--- src/rtl/ps2_teclado_rx_if.sv ---
// Controller-side bundle of the PS/2 keyboard receiver: decoded key code,
// level interrupt with its acknowledge, and per-frame status pulses.
interface ps2_teclado_rx_if;
  logic [7:0] tecla;
  logic       interrupt;
  logic       interrupt_ack;
  logic       rx_done_tick;
  logic       frame_err;

  // Receiver side
  modport master (
    output tecla,
    output interrupt,
    output rx_done_tick,
    output frame_err,
    input  interrupt_ack
  );

  // Controller side
  modport slave (
    input  tecla,
    input  interrupt,
    input  rx_done_tick,
    input  frame_err,
    output interrupt_ack
  );
endinterface

--- src/rtl/ps2_teclado_rx.sv ---
// PS/2 keyboard receiver and command-key decoder for the PicoBlaze controller.
// Deserialises device-to-host frames, translates make codes of the command keys,
// holds the key code while pressed and raises a level interrupt per new press.
// Optional feature: define PS2_PARITY_CHECK_EN to reject frames with bad odd parity.
module ps2_teclado_rx #(
  parameter int unsigned FILTRO      = 8,
  parameter int unsigned TIMEOUT_CYC = 10000
) (
  input  logic               clk,
  input  logic               reset,
  input  logic               ps2c,
  input  logic               ps2d,
  ps2_teclado_rx_if.master   bus
);

  localparam int unsigned TO_W = $clog2(TIMEOUT_CYC + 1);
  localparam logic [TO_W-1:0] TO_LAST = TO_W'(TIMEOUT_CYC - 1);

  typedef enum logic [1:0] {StIdle, StDps, StLoad} state_e;

  // Input conditioning
  logic              c_meta_q, c_sync_q, d_meta_q, d_sync_q;
  logic [FILTRO-1:0] filt_q, filt_d;
  logic              f_clk_q, f_clk_d;
  logic              fall;

  // Receive path
  state_e          state_q, state_d;
  logic [3:0]      n_q, n_d;
  logic [9:0]      b_q, b_d;
  logic [TO_W-1:0] to_q, to_d;
  logic            to_hit;
  logic            frame_ok;
  logic            rx_done;
  logic [7:0]      data;

  // Key decoding
  logic [7:0] tecla_q, tecla_d;
  logic [7:0] held_q, held_d;
  logic       brk_q, brk_d;
  logic       ext_q, ext_d;
  logic       irq_q, irq_d;
  logic       irq_set;
  logic       mapped;
  logic [7:0] code;

  // Two-stage synchronisers; idle PS/2 lines are high
  always_ff @(posedge clk or posedge reset) begin
    if (reset) begin
      c_meta_q <= 1'b1;
      c_sync_q <= 1'b1;
      d_meta_q <= 1'b1;
      d_sync_q <= 1'b1;
    end else begin
      c_meta_q <= ps2c;
      c_sync_q <= c_meta_q;
      d_meta_q <= ps2d;
      d_sync_q <= d_meta_q;
    end
  end

  // Glitch filter: the clock only changes after FILTRO equal samples
  always_comb begin
    filt_d  = {filt_q[FILTRO-2:0], c_sync_q};
    f_clk_d = f_clk_q;
    if (&filt_q) begin
      f_clk_d = 1'b1;
    end else if (filt_q == '0) begin
      f_clk_d = 1'b0;
    end
  end

  // Filter state register
  always_ff @(posedge clk or posedge reset) begin
    if (reset) begin
      filt_q  <= '1;
      f_clk_q <= 1'b1;
    end else begin
      filt_q  <= filt_d;
      f_clk_q <= f_clk_d;
    end
  end

  assign fall = f_clk_q & ~f_clk_d;

  // Receive FSM next state, shift register and mid-frame timeout
  always_comb begin
    state_d = state_q;
    n_d     = n_q;
    b_d     = b_q;
    to_d    = to_q;
    to_hit  = 1'b0;
    if (fall) begin
      to_d = '0;
    end else if (state_q == StDps) begin
      to_d = to_q + 1'b1;
    end
    unique case (state_q)
      StIdle: begin
        to_d = '0;
        if (fall && !d_sync_q) begin
          n_d     = 4'd0;
          state_d = StDps;
        end
      end
      StDps: begin
        if (fall) begin
          b_d = {d_sync_q, b_q[9:1]};
          if (n_q == 4'd9) begin
            state_d = StLoad;
          end else begin
            n_d = n_q + 4'd1;
          end
        end else if (to_q == TO_LAST) begin
          to_hit  = 1'b1;
          state_d = StIdle;
        end
      end
      StLoad: begin
        state_d = StIdle;
      end
      default: begin
        state_d = StIdle;
      end
    endcase
  end

  // Receive FSM state register
  always_ff @(posedge clk or posedge reset) begin
    if (reset) begin
      state_q <= StIdle;
      n_q     <= 4'd0;
      b_q     <= '0;
      to_q    <= '0;
    end else begin
      state_q <= state_d;
      n_q     <= n_d;
      b_q     <= b_d;
      to_q    <= to_d;
    end
  end

  // b_q = {stop, parity, data[7:0]}
`ifdef PS2_PARITY_CHECK_EN
  assign frame_ok = b_q[9] & (^b_q[8:0]);
`else
  logic unused_parity;
  assign unused_parity = b_q[8];
  assign frame_ok = b_q[9];
`endif

  assign data    = b_q[7:0];
  assign rx_done = (state_q == StLoad) && frame_ok;

  // Frame status pulses
  always_comb begin
    bus.rx_done_tick = rx_done;
    bus.frame_err    = ((state_q == StLoad) && !frame_ok) || to_hit;
  end

  // Scan code to controller command code
  always_comb begin
    mapped = 1'b1;
    code   = 8'h00;
    unique case (data)
      8'h1D:   code = 8'h57;
      8'h1B:   code = 8'h53;
      8'h1C:   code = 8'h41;
      8'h23:   code = 8'h44;
      8'h43:   code = 8'h49;
      8'h4D:   code = 8'h50;
      8'h2D:   code = 8'h08;
      default: mapped = 1'b0;
    endcase
  end

  // Prefix tracking, held-key update and interrupt request
  always_comb begin
    tecla_d = tecla_q;
    held_d  = held_q;
    brk_d   = brk_q;
    ext_d   = ext_q;
    irq_set = 1'b0;
    if (rx_done) begin
      if (data == 8'hF0) begin
        brk_d = 1'b1;
      end else if (data == 8'hE0) begin
        ext_d = 1'b1;
      end else if (ext_q) begin
        // Extended keys are not commands; drop the whole sequence
        ext_d = 1'b0;
        brk_d = 1'b0;
      end else if (brk_q) begin
        brk_d = 1'b0;
        if (data == held_q) begin
          tecla_d = 8'h00;
          // Forget the key so the next press of it interrupts again
          held_d  = 8'h00;
        end
      end else if (mapped && (data != held_q)) begin
        tecla_d = code;
        held_d  = data;
        irq_set = 1'b1;
      end
    end
    // A new key wins over a simultaneous acknowledge
    if (irq_set) begin
      irq_d = 1'b1;
    end else if (bus.interrupt_ack) begin
      irq_d = 1'b0;
    end else begin
      irq_d = irq_q;
    end
  end

  // Decoder state register
  always_ff @(posedge clk or posedge reset) begin
    if (reset) begin
      tecla_q <= 8'h00;
      held_q  <= 8'h00;
      brk_q   <= 1'b0;
      ext_q   <= 1'b0;
      irq_q   <= 1'b0;
    end else begin
      tecla_q <= tecla_d;
      held_q  <= held_d;
      brk_q   <= brk_d;
      ext_q   <= ext_d;
      irq_q   <= irq_d;
    end
  end

  // Controller-facing key code and interrupt
  always_comb begin
    bus.tecla     = tecla_q;
    bus.interrupt = irq_q;
  end

endmodule

--- src/flat_wrapper.sv ---
// flat-port wrapper written by rule: the top's interface ports become plain ports
module ps2_teclado_rx_flat 
#(
  parameter int unsigned FILTRO      = 8,
  parameter int unsigned TIMEOUT_CYC = 10000
)
  (clk, reset, ps2c, ps2d, bus_tecla, bus_interrupt, bus_rx_done_tick, bus_frame_err, bus_interrupt_ack);
  ps2_teclado_rx_if bus_i ();
  input  logic clk;
  input  logic reset;
  input  logic ps2c;
  input  logic ps2d;
  output wire logic [$bits(bus_i.tecla)-1:0] bus_tecla;
  output wire logic [$bits(bus_i.interrupt)-1:0] bus_interrupt;
  output wire logic [$bits(bus_i.rx_done_tick)-1:0] bus_rx_done_tick;
  output wire logic [$bits(bus_i.frame_err)-1:0] bus_frame_err;
  input wire logic [$bits(bus_i.interrupt_ack)-1:0] bus_interrupt_ack;
  assign bus_tecla = bus_i.tecla;
  assign bus_interrupt = bus_i.interrupt;
  assign bus_rx_done_tick = bus_i.rx_done_tick;
  assign bus_frame_err = bus_i.frame_err;
  assign bus_i.interrupt_ack = bus_interrupt_ack;
  ps2_teclado_rx #(.FILTRO(FILTRO), .TIMEOUT_CYC(TIMEOUT_CYC)) u_core (.clk(clk), .reset(reset), .ps2c(ps2c), .ps2d(ps2d), .bus(bus_i));
endmodule
--- config.mk ---
export PLATFORM = sky130hd
export DESIGN_NAME = ps2_teclado_rx_flat
export DESIGN_NICKNAME = d
export VERILOG_FILES = /design/src/rtl/ps2_teclado_rx_if.sv /design/src/rtl/ps2_teclado_rx.sv /design/src/flat_wrapper.sv
export SDC_FILE = /design/constraint.sdc
export NUM_CORES = 1
export LEC_CHECK = 0
export ABC_CLOCK_PERIOD_IN_PS = 2400
export CAP_MARGIN = 0
export CORE_UTILIZATION = 59
export DETAILED_ROUTE_END_ITERATION = 12
export PLACE_DENSITY = 0.79
export SYNTH_ARGS = -nofsm -noshare
export SYNTH_HDL_FRONTEND = slang
export SYNTH_SLANG_ARGS = --single-unit
--- constraint.sdc ---
create_clock -name clk -period 2.4 [get_ports clk]
set_input_delay 0.48 -clock clk [delete_from_list [all_inputs] [get_ports clk]]
set_output_delay 0.48 -clock clk [all_outputs]
set_load 0.1 [all_outputs]
## After elaboration in Yosys (flattened, before gate mapping)

Cells that the tools add are included.

- Bits in registers: 62
- Output and inout port bits: 11
- Word-level logic and storage cells: 100

- Add/subtract/negate cells: 2
- Equality and inequality tests: 22
- Mux-type cells: 35
- Bitwise operators: 5
- Reduce and logical (&&, ||, !) cells: 21

Operator list:

| operator | count |
|---|---|
| one-hot mux 7 bit (7 select lines) | 1 |
| 2-to-1 mux 14 bit | 3 |
| 2-to-1 mux 8 bit | 5 |
| == test 8 x 5 -> 1 bit, second input constant | 3 |
| 2-to-1 mux 1 bit | 17 |
| == test 8 x 6 -> 1 bit, second input constant | 2 |
| == test 8 x 7 -> 1 bit, second input constant | 2 |
| == test 8 bit, second input constant | 2 |
| adder 14 x 1 -> 14 bit, second input constant | 1 |
| == test 14 bit, second input constant | 1 |
| 2-to-1 mux 4 bit | 3 |
| == test 8 bit | 1 |
| zero test 8 bit | 1 |
| 2-to-1 mux 2 bit | 4 |
| != test 8 bit | 1 |
| one-hot mux 4 bit (2 select lines) | 1 |
| AND reduction 8 bit | 1 |
| OR reduction 7 bit | 1 |
| != test 2 x 1 -> 1 bit, second input constant | 3 |
| AND reduction 2 bit | 3 |
| AND reduction 6 bit | 1 |
| nonzero test 2 bit | 3 |
| adder 4 x 1 -> 4 bit, second input constant | 1 |
| == test 4 bit, second input constant | 1 |
| 15 further kinds | 23 |

## Depth between registers and ports, before layout

Gate-level depths: netlist of the first run.

- Word-level depth: 11
- Mapped depth: 7
- Depth with buffers taken out: 7

## Worst setup path before layout of the first run

OpenSTA, ideal clock, no wires.

- Kind: register -> output
- From: reg u_core.state_q[0]
- To: out bus_frame_err
- Arrival: 2.828 ns
- Required time: 1.920 ns
- Slack: -0.908 ns
- Stages on the path, launching flop included: 3
- Cell sequence: dfrtp_1 > clkbuf_1 > o32ai_1

- Longest elaborated chain between the ends: 3
- Elaborated cells on any way between the ends: 5
- Those cells by class: 2 x eq/ne; 1 x mux; 2 x reduce/logical

Ends and longest elaborated chain:

| element | RTL line | RTL |
|---|---|---|
| from (decl) | ps2_teclado_rx.sv:28 | `state_e state_q, state_d;` |
| from (signal assigned) | ps2_teclado_rx.sv:131 | `state_q <= StIdle;` |
| from (signal assigned) | ps2_teclado_rx.sv:136 | `state_q <= state_d;` |
| == test 2 x 1 -> 1 bit / == test 2 bit (equally long branches) | ps2_teclado_rx.sv:98, ps2_teclado_rx.sv:158 |  |
| 2-to-1 mux 1 bit / logical AND 1 bit (equally long branches) | ps2_teclado_rx.sv:98, ps2_teclado_rx.sv:158 |  |
| logical OR 1 bit * | ps2_teclado_rx.sv:158 | `bus.frame_err = ((state_q == StLoad) && !frame_ok) \|\| to_hit;` |
| to (decl) | flat_wrapper.sv:16 | `output wire logic [$bits(bus_i.frame_err)-1:0] bus_frame_err;` |

Every way passes the cells marked *; elsewhere a longest branch is shown, timed or not.

## Final worst setup path of the first run

- From: reg u_core.to_q[5]
- To: out bus_frame_err

- Longest elaborated chain between the ends: 5

Ends and longest elaborated chain:

| element | RTL line | RTL |
|---|---|---|
| from (decl) | ps2_teclado_rx.sv:31 | `logic [TO_W-1:0] to_q, to_d;` |
| from (signal assigned) | ps2_teclado_rx.sv:139 | `to_q <= to_d;` |
| == test 14 bit | ps2_teclado_rx.sv:114 | `end else if (to_q == TO_LAST) begin` |
| 2-to-1 mux 1 bit | ps2_teclado_rx.sv:114 |  |
| 2-to-1 mux 1 bit | ps2_teclado_rx.sv:107 | `if (fall) begin` |
| 2-to-1 mux 1 bit | ps2_teclado_rx.sv:98 | `unique case (state_q)` |
| logical OR 1 bit | ps2_teclado_rx.sv:158 |  |

No other way between the ends.

==> impl_metrics.ini, run 1 <==
[yosys]
synth_seq_area_share_pct = 51.16
syn_area_per_cell_um2 = 10.87
synth_cell_types = 60
syn_inst = 273
synth-seq-cells = 60
yosys.area.top_type_share_pct = 39.65
yosys.area.top_type = dfrtp_1
synth_warnings = 0
synth_flop_cell = dfrtp_1
synthArstFlopShare_pct = 100.0
synth_edf_count = 0
synth_area_um2 = 2967
synth.area.top_cells = dfrtp_1, dfstp_2, mux2_2, nor2_1, xor2_1

[sta]
setup-tns-final_ps = 0
tightest_slew_ps = 588.8
period_minus_slack_ps = 2374
rsz0062_at_grt = true
final_max_slew_viol_count = 0
finalSetupViolations = 0
max_freq_mhz = 421.2
fin_crit_sh_pct = 98.92
hold_slack_ps = 357.9
max-slew-margin-rel_pct = 60.56
skew_ps = 7.483
final_hold_viol_count = 0
setup_slack_ps = 25.86

[clocking]
clk_latency_ps = 340
cts_tree = done
cts_buffer_depth = 2
htree_levels = 3
path_clk_slew_ps = 60
cts_buffers = 9
clkSinkCount = 60
root_buffer = clkbuf_8
hold_buffers = 0

[cells_and_area]
mostFrequentLayoutCell = dfrtp_1
n_antenna_cell = 0
layout.cells.non_filler = 371
nets = 307
drive_gt1_share_pct = 27.30
layout_common_cells = dfrtp_1, nor2_1, buf_4, nand2_1
syn2layout_area_growth_pct = 17.12

[placement]
dp_slack_ps = 311.7
place_inst = 351
dp_hpwl_um = 3671
globalplace.congestion = 0.8654
portBuffers = 13

[flow_run]
maxCapViolations = 0

[power_and_ir_drop]
seq_power_share_pct = 51.7
p_int_w = 0.001581
p_sw_share_pct = 21.65
p_switching_w = 0.0004369
power_w = 0.002018
clockPowerShare_pct = 45.7
power_density_nw_per_um2 = 580.7
pwr-share-comb_pct = 2.6
p_leak_nw = 1.526
peakVddDrop_v = 0.0005376

[floorplanning]
ios = 16
die_w_um = 72.91
core_um2 = 4786
dieHeight_um = 72.91
rows = 25
dieArea_um2 = 5316
start_util_pct = 61.99

[grt]
grt_pass1_vias = 1960
grt_pass1_wl_um = 9273
antenna_found_initial = 0
grtUsageTotal_pct = 23.66
grt-ovfl-total = 0
grt_max_degree = 24

[setup_path]
required_ps = 1920
worstSetupPathType = reg -> out
crit_path_end_kind = output pin
crit_fanout = 4
cp-start-kind = register
critPathArrivalTime_ps = 1890

[detailed_routing]
drt-initial-drc-count = 113
drt-pass1-iter-count = 4
drt_wl_total_um = 5522
ant_nets = 0
routed_via_density = 5.695
post-route-drc-count = 0
wl_per_cell_um = 14.88
vias = 2113

[outcome]
status = complete, no violations

[hold_path]
hold_path.class = reg -> reg
==> registers in the layout, summed over array words and instances, names as in the netlist, 2 cells and up <==
signal	flops
u_core.b_q	10
u_core.bus.tecla	6
u_core.filt_q	8
u_core.held_q	8
u_core.n_q	4
u_core.state_q	2
u_core.to_q	14
==> cells by family (layout without fill, tap and decap cells) <==
logic type	Yosys count	in the layout	synth area share (%)
adders and majority gates	3	3	1.265
xor gates and xnor gates	15	15	4.428
and+or+nand+nor	106	106	20.46
buffers and inverters	24	54	4.133
AOI/OAI and AO/OA	47	47	12.15
other	1	2	0.1264
muxes	17	17	6.284
DFF	60	60	51.16
==> cell usage after synthesis (all sizes together) (6+ instances only) <==
cell type	instances
nand3	6
a22o	9
nor4	13
nor2	31
inv	8
mux2	13
a21oi	8
nand2	14
buf	13
dfrtp	47
nand4	6
dfstp	13
xor2	10
o21ai	8
nor3	7
==> stage by stage <==
step           cell area (um2)  utilization (%)
4_1_cts                   3423            71.53
2_1_floorplan             2979                -
5_1_grt                   3475            72.60
3_5_place_dp              3213            67.14
6_report                  3475            72.60
3_3_place_gp              3213            67.14
==> layout make-up <==
cell class | instances | area (um2)
well taps | 67 | 83.83
fillers | 337 | 1311
multi-input cells | 190 | 1365
clock inverters | 4 | 47.55
repair buffers | 30 | 272.8
clock buffers | 12 | 155.1
inverters | 8 | 30.03
flip-flops and latches | 60 | 1520
==> critical path: stages (launching register included) <==
cell,delay [ps]
dfrtp_2,430
nor4_4,280
nand3b_1,120
nor3_1,150
nand4_1,180
o32ai_4,180
buf_12,210
==> routing by layer <==
| metal | global-route usage (%) | vias to the layer above | part of all wire, % |
|---|---|---|---|
| li1 | - | 1036 | - |
| met1 | 30.78 | 1016 | 46 |
| met2 | 37.18 | 54 | 48 |
| met3 | 7.459 | 7 | 4.9 |
| met4 | 9.150 | 0 | 1.4 |
| met5 | 0 | - | 0 |
==> path summary, 6_finish.rpt <==
path / depth (start not counted) / endpoint / startpoint / slack [ps]
max reg2reg: 6 / u_core.held_q[2] / u_core.b_q[6] / 300
min: 0 / u_core.filt_q[0] / u_core.c_sync_q / 360
min in group asynchronous: 2 / u_core.n_q[2] / reset / 460
min reg2reg: 0 / u_core.filt_q[0] / u_core.c_sync_q / 360
max: 6 / bus_frame_err / u_core.to_q[5] / 30
max in group asynchronous: 3 / u_core.held_q[1] / reset / 1360
==> what timing repair did <==
item,CTS,global route
setup buffers,0,4
resized for setup,2,3
pin swaps,1,3
setup endpoints to repair,1,1
==> power groups by stage <==
| stage | Clock, W | Combinational (W) | Sequential, W |
|---|---|---|---|
| floorplan | 0 | 0.0000380 | 0.00106 |
| global placement | 0 | 0.0000537 | 0.00106 |
| detailed placement | 0 | 0.0000546 | 0.00106 |
| CTS | 0.000939 | 0.0000547 | 0.00104 |
| global route | 0.000986 | 0.0000606 | 0.00104 |
| finish | 0.000922 | 0.0000531 | 0.00104 |
Power figures use the tool's default switching activity.
==> run 2: changes to the inputs <==
CTS_CLUSTER_DIAMETER = 40   (was default)
==> results of run 2 <==
Same layout as run 1: the final DEF is identical, and so are final timing and power.
==> RTL change 1 (config.mk and constraints of run 1) <==
`FILTRO` is set to 8 in 2 places; all go to 9.
--- a/src/rtl/ps2_teclado_rx.sv
+++ b/src/rtl/ps2_teclado_rx.sv
@@ -3,7 +3,7 @@
 // holds the key code while pressed and raises a level interrupt per new press.
 // Optional feature: define PS2_PARITY_CHECK_EN to reject frames with bad odd parity.
 module ps2_teclado_rx #(
-  parameter int unsigned FILTRO      = 8,
+  parameter int unsigned FILTRO      = 9,
   parameter int unsigned TIMEOUT_CYC = 10000
 ) (
   input  logic               clk,
--- a/src/flat_wrapper.sv
+++ b/src/flat_wrapper.sv
@@ -1,7 +1,7 @@
 // flat-port wrapper written by rule: the top's interface ports become plain ports
 module ps2_teclado_rx_flat 
 #(
-  parameter int unsigned FILTRO      = 8,
+  parameter int unsigned FILTRO      = 9,
   parameter int unsigned TIMEOUT_CYC = 10000
 )
   (clk, reset, ps2c, ps2d, bus_tecla, bus_interrupt, bus_rx_done_tick, bus_frame_err, bus_interrupt_ack);
Function: same outputs for any inputs over 10 cycles, from zero or initial values and one cycle with reset high; that may be too few to reach the edited logic, so the function may still have changed.
==> RTL change 1 against run 1 <==
The flow now finishes with violations (negative setup slack); non-clock buffer count grew 1; cell area rose by 2.3%; setup slack worse by 130 ps; total power down 6.2%; first-iteration DRC count increased by 43%; sequential cell count is 1 higher; synthesized area increased by 4.7%; die area increased by 4.5%; routed wire length grew 14%; synthesized cell count is 11% higher; clock skew is 4.1 ps higher; critical path type unchanged; largest cell class unchanged; highest routed layer unchanged.
==> RTL change 1: results (changes against run 1) <==
place_hpwl_um: 4100  # +12%
reg_top3: "u_core.to_q (14), u_core.b_q (10), u_core.filt_q (9)"
synth_area_leaders: "dfrtp_1 (38%), dfstp_2 (12%), mux2_2 (4.4%)"
routed_via_density: 5.97  # +4.7%
grt_pass1_wl_um: 10200  # +10%
reg2reg_slack_ps: 200  # -100 ps
timing.slew.headroom_pct: 60.1  # -0.47 points
drive_gt1_share_pct: 23.0  # -4.3 points
grt_pass1_vias: 2276  # +16%
fin_nets: 333  # +8.5%
min_from: "u_core.d_meta_q"
hold_end: "u_core.d_sync_q"
crit_arrival_ps: 2020  # +130 ps
placed_cell_area_mm2: 0.00333  # +3.6%
setup_viol: 1  # +1
reg2reg_to: "u_core.n_q[3]"
track_usage_pct: 25.0  # +1.4 points
worstPathMaxFanout: 5  # +1
outcome: "complete, but fails checks"
setup_slack_ps: -101  # -127 ps
rr_startpoint: "u_core.filt_q[1]"
cp_slowest_stage_delay_ps: 470  # +40 ps
gp_congestion: 0.862  # -0.38%
violations: "negative setup slack"
slowest_stage: "or4_1"
fillers: 409  # +21%
p_leak_uw: 0.00148  # -2.8%
-- RTL change 1: area by class of cell --
| type | instances | area, um^2 | share of cell area (%) |
|---|---|---|---|
| repair buffers | 31 | 280 | 7.88 |
| clock buffers | 14 | 153 | 4.29 |
| clock inverters | 2 | 10.0 | 0.282 |
| flip-flops and latches | 61 | 1540 | 43.4 |
| well taps | 70 | 87.6 | 2.46 |
| inverters | 11 | 41.3 | 1.16 |
| multi-input cells | 211 | 1440 | 40.5 |
-- RTL change 1: per-layer routing --
| metal | global-route usage [%] | vias up | part of all wire (%) |
|---|---|---|---|
| li1 | - | 1145 | - |
| met5 | 0 | - | 0 |
| met4 | 12.8 | 0 | 0.99 |
| met2 | 41.4 | 31 | 53 |
| met3 | 6.50 | 7 | 2.7 |
| met1 | 30.1 | 1203 | 44 |
-- RTL change 1: metrics by stage --
stage,power (uW),std cells,TNS [ps],hold slack (ps),setup slack [ps]
4_1_cts,1920,399,-147,356,-147
3_3_place_gp,1130,378,0,346,203
2_1_floorplan,1110,304,-232,345,-232
6_report,1890,400,-101,354,-101
3_5_place_dp,1130,378,0,348,185
5_1_grt,1970,400,-175,358,-175
-- RTL change 1: power groups by stage --
stage | combinational, uW | sequential [uW] | clock (uW)
final | 56.6 | 1060 | 776
after detailed placement | 58.2 | 1080 | 0
after global routing | 64.3 | 1060 | 841
after global placement | 57.1 | 1080 | 0
after floorplan | 40.4 | 1070 | 0
after CTS | 58.6 | 1060 | 802
-- RTL change 1: logic make-up (layout without fill, tap and decap cells) --
logic type	after synthesis	in the layout	synth area share (%)
simple gates	109	109	19.3
compound gates	71	71	16.4
flops	61	61	49.7
buf+inv	32	58	4.87
mux	15	15	5.32
xor+xnor	11	11	3.10
fa+ha+maj	3	3	1.21
other cells	1	2	0.121
-- RTL change 1: how the worst max path moves through the flow --
stage | start | endpoint | slack (ps) | depth (start not counted)
after floorplan | u_core.state_q[1] | bus_frame_err | -230 | 5
after global placement | u_core.to_q[4] | bus_frame_err | 200 | 4
after detailed placement | u_core.to_q[4] | bus_frame_err | 190 | 4
after CTS | u_core.to_q[4] | bus_frame_err | -150 | 4
after global routing | u_core.to_q[4] | bus_frame_err | -170 | 4
final | u_core.to_q[12] | bus_frame_err | -100 | 4
-- RTL change 1: timing repair --
item / 4_1_cts / 5_1_grt
buffers inserted: 5 / 1
endpoints found under the hold margin: 0 / 0
setup endpoints to repair: 1 / 1
gates resized for setup: 3 / 1
pin swaps: 1 / 1
-- RTL change 1: worst max-delay path: cells and delay by family, from the launching register on --
kind                   cells  cell delay, ps
AO/OA/AOI/OAI              1             150
buffers and inverters      1             200
flip-flops                 1             420
AND/OR/NAND/NOR            2             920
==> RTL change 2 (config.mk and constraints of run 1) <==
Made on the original files. Re-encode `state_e` (3 states) as one-hot, 3 bits wide.
--- a/src/rtl/ps2_teclado_rx.sv
+++ b/src/rtl/ps2_teclado_rx.sv
@@ -16,7 +16,7 @@
   localparam int unsigned TO_W = $clog2(TIMEOUT_CYC + 1);
   localparam logic [TO_W-1:0] TO_LAST = TO_W'(TIMEOUT_CYC - 1);
 
-  typedef enum logic [1:0] {StIdle, StDps, StLoad} state_e;
+  typedef enum logic [2:0] {StIdle = 3'b001, StDps = 3'b010, StLoad = 3'b100} state_e;
 
   // Input conditioning
   logic              c_meta_q, c_sync_q, d_meta_q, d_sync_q;
Formal check against the unedited RTL: no difference found for any inputs over 10 cycles, from zero or initial values and one cycle with reset high; not proved beyond that.
==> RTL change 2 against run 1 <==
The flow now finishes with violations (negative setup slack); setup slack got worse by 67 ps; clock power rose by 13%; routed wire length rose by 27%; cell area rose by 8.7%; sequential cell count rose by 1; global-route usage rose by 2.4 points; hold slack got worse by 3.7 ps; synthesized area rose by 9.6%; via count rose by 28%; first-iteration DRC count rose by 100%; total power rose by 6.6%; largest cell class is now multi-input gates; highest routed layer unchanged.
==> RTL change 2: results (changes against run 1) <==
grt_pass1_wl_um: 11900  # +29%
drive_gt1_share_pct: 24.3  # -3.0 points
synth_mux_area_share_pct: 3.46  # -2.8 points
finalClockSkew_ps: 8.83  # +1.34 ps
grt_max_degree: 27  # +13%
ir_drop_v: 0.000440  # -18%
synth-compound-area-share_pct: 17.4  # +5.2 points
reg2reg_to: "u_core.held_q[5]"
drtIter0Drc: 229  # +100%
pre_cts_slack_ps: 145  # -167 ps
setup_slack_ps: -40.7  # -66.6 ps
place_hpwl_um: 4520  # +23%
syn-instance-count: 335  # +23%
placedCellCount: 407  # +16%
grt_pass1_vias: 2557  # +30%
timing.slew.headroom_pct: 45.9  # -15 points
setup_viol: 1  # +1
synth_area_leaders: "dfrtp_1 (36%), dfstp_2 (11%), nand2_1 (5.8%)"
synth_xor_area_share_pct: 3.50  # -0.93 points
grt_use_met3_pct: 5.63  # -1.8 points
crit_arrival_ps: 1960  # +70 ps
outcome: "complete, but fails checks"
synth_common_cells: "nand2_1 (50), dfrtp_1 (47), o21ai_0 (31), dfstp_2 (14), nor2_1 (14)"
fillers: 373  # +11%
fin_cells: 428  # +15%
reg2reg_slack_ps: 90  # -210 ps
ys_types: 57  # -5.0%
violations: "negative setup slack"
track_usage_pct: 26.0  # +2.4 points
worstPathMaxFanout: 6  # +2
-- RTL change 2: cell count changes after synthesis, moves of 6 or more --
cell | run 1 | this run
nor4_1 | 11 | 4
o21ai_0 | 7 | 31
nor2_1 | 30 | 14
clkbuf_1 | 3 | 10
or4_1 | 0 | 6
a22o_1 | 9 | 2
nand2_1 | 14 | 50
-- RTL change 2: kinds of logic (layout without fill, tap and decap cells) --
family | Yosys count | count (layout)
xor gates and xnor gates | 13 | 13
buffers and inverters | 31 | 53
adders and majority gates | 3 | 3
AOI/OAI and AO/OA | 79 | 79
muxes | 10 | 10
DFF | 61 | 61
other | 1 | 2
and+or+nand+nor | 137 | 137
-- RTL change 2: timing repair --
action                     4_1_cts  5_1_grt
setup endpoints to repair        1        2
hold endpoints to repair         0        0
setup buffers                    1        4
pin swaps                        2        3
gates resized for setup          6        3
-- RTL change 2: worst max path at each step --
stage	from	endpoint	slack [ps]	cells after the start
2_1_floorplan	u_core.to_q[7]	bus_frame_err	-160	6
3_3_place_gp	u_core.b_q[6]	u_core.held_q[2]	250	5
3_5_place_dp	u_core.b_q[6]	u_core.held_q[5]	150	5
4_1_cts	u_core.filt_q[3]	bus_frame_err	0.5	5
5_1_grt	u_core.to_q[7]	bus_frame_err	-120	6
6_report	u_core.to_q[7]	bus_frame_err	-40	6
-- RTL change 2: stage by stage --
stage / hold slack, ps / setup TNS [ps]
2_1_floorplan: 345 / -161
3_3_place_gp: 346 / 0
3_5_place_dp: 347 / 0
4_1_cts: 353 / 0
5_1_grt: 357 / -117
6_report: 354 / -40.7
-- RTL change 2: worst reg2reg max path, stage by stage, from the launching register on --
cell and delay, ps:
dfrtp_1 600, or3b_4 450, a2111oi_4 430, a211oi_4 120, or4_1 510, o211ai_1 120
-- RTL change 2: layout make-up --
type	count	area (um^2)	share of cell area (%)
clock buffers	12	155	4.11
clock inverters	4	70.1	1.85
inverters	8	30.0	0.795
multi-input cells	244	1610	42.7
flip-flops and latches	61	1550	40.9
well taps	70	87.6	2.32
repair buffers	29	278	7.35
-- RTL change 2: routing by layer --
metal  part of all wire [%]  vias up
met1                     45     1340
met5                      0        -
met3                    5.1       16
met4                    2.0        0
li1                       -     1244
met2                     48       96
-- RTL change 2: report_power, final --
part           switching, uW  internal (uW)  total [uW]
sequential              9.79           1050        1060
clock                    402            638        1040
combinational           37.5           13.1        50.6
total                    449           1700        2150
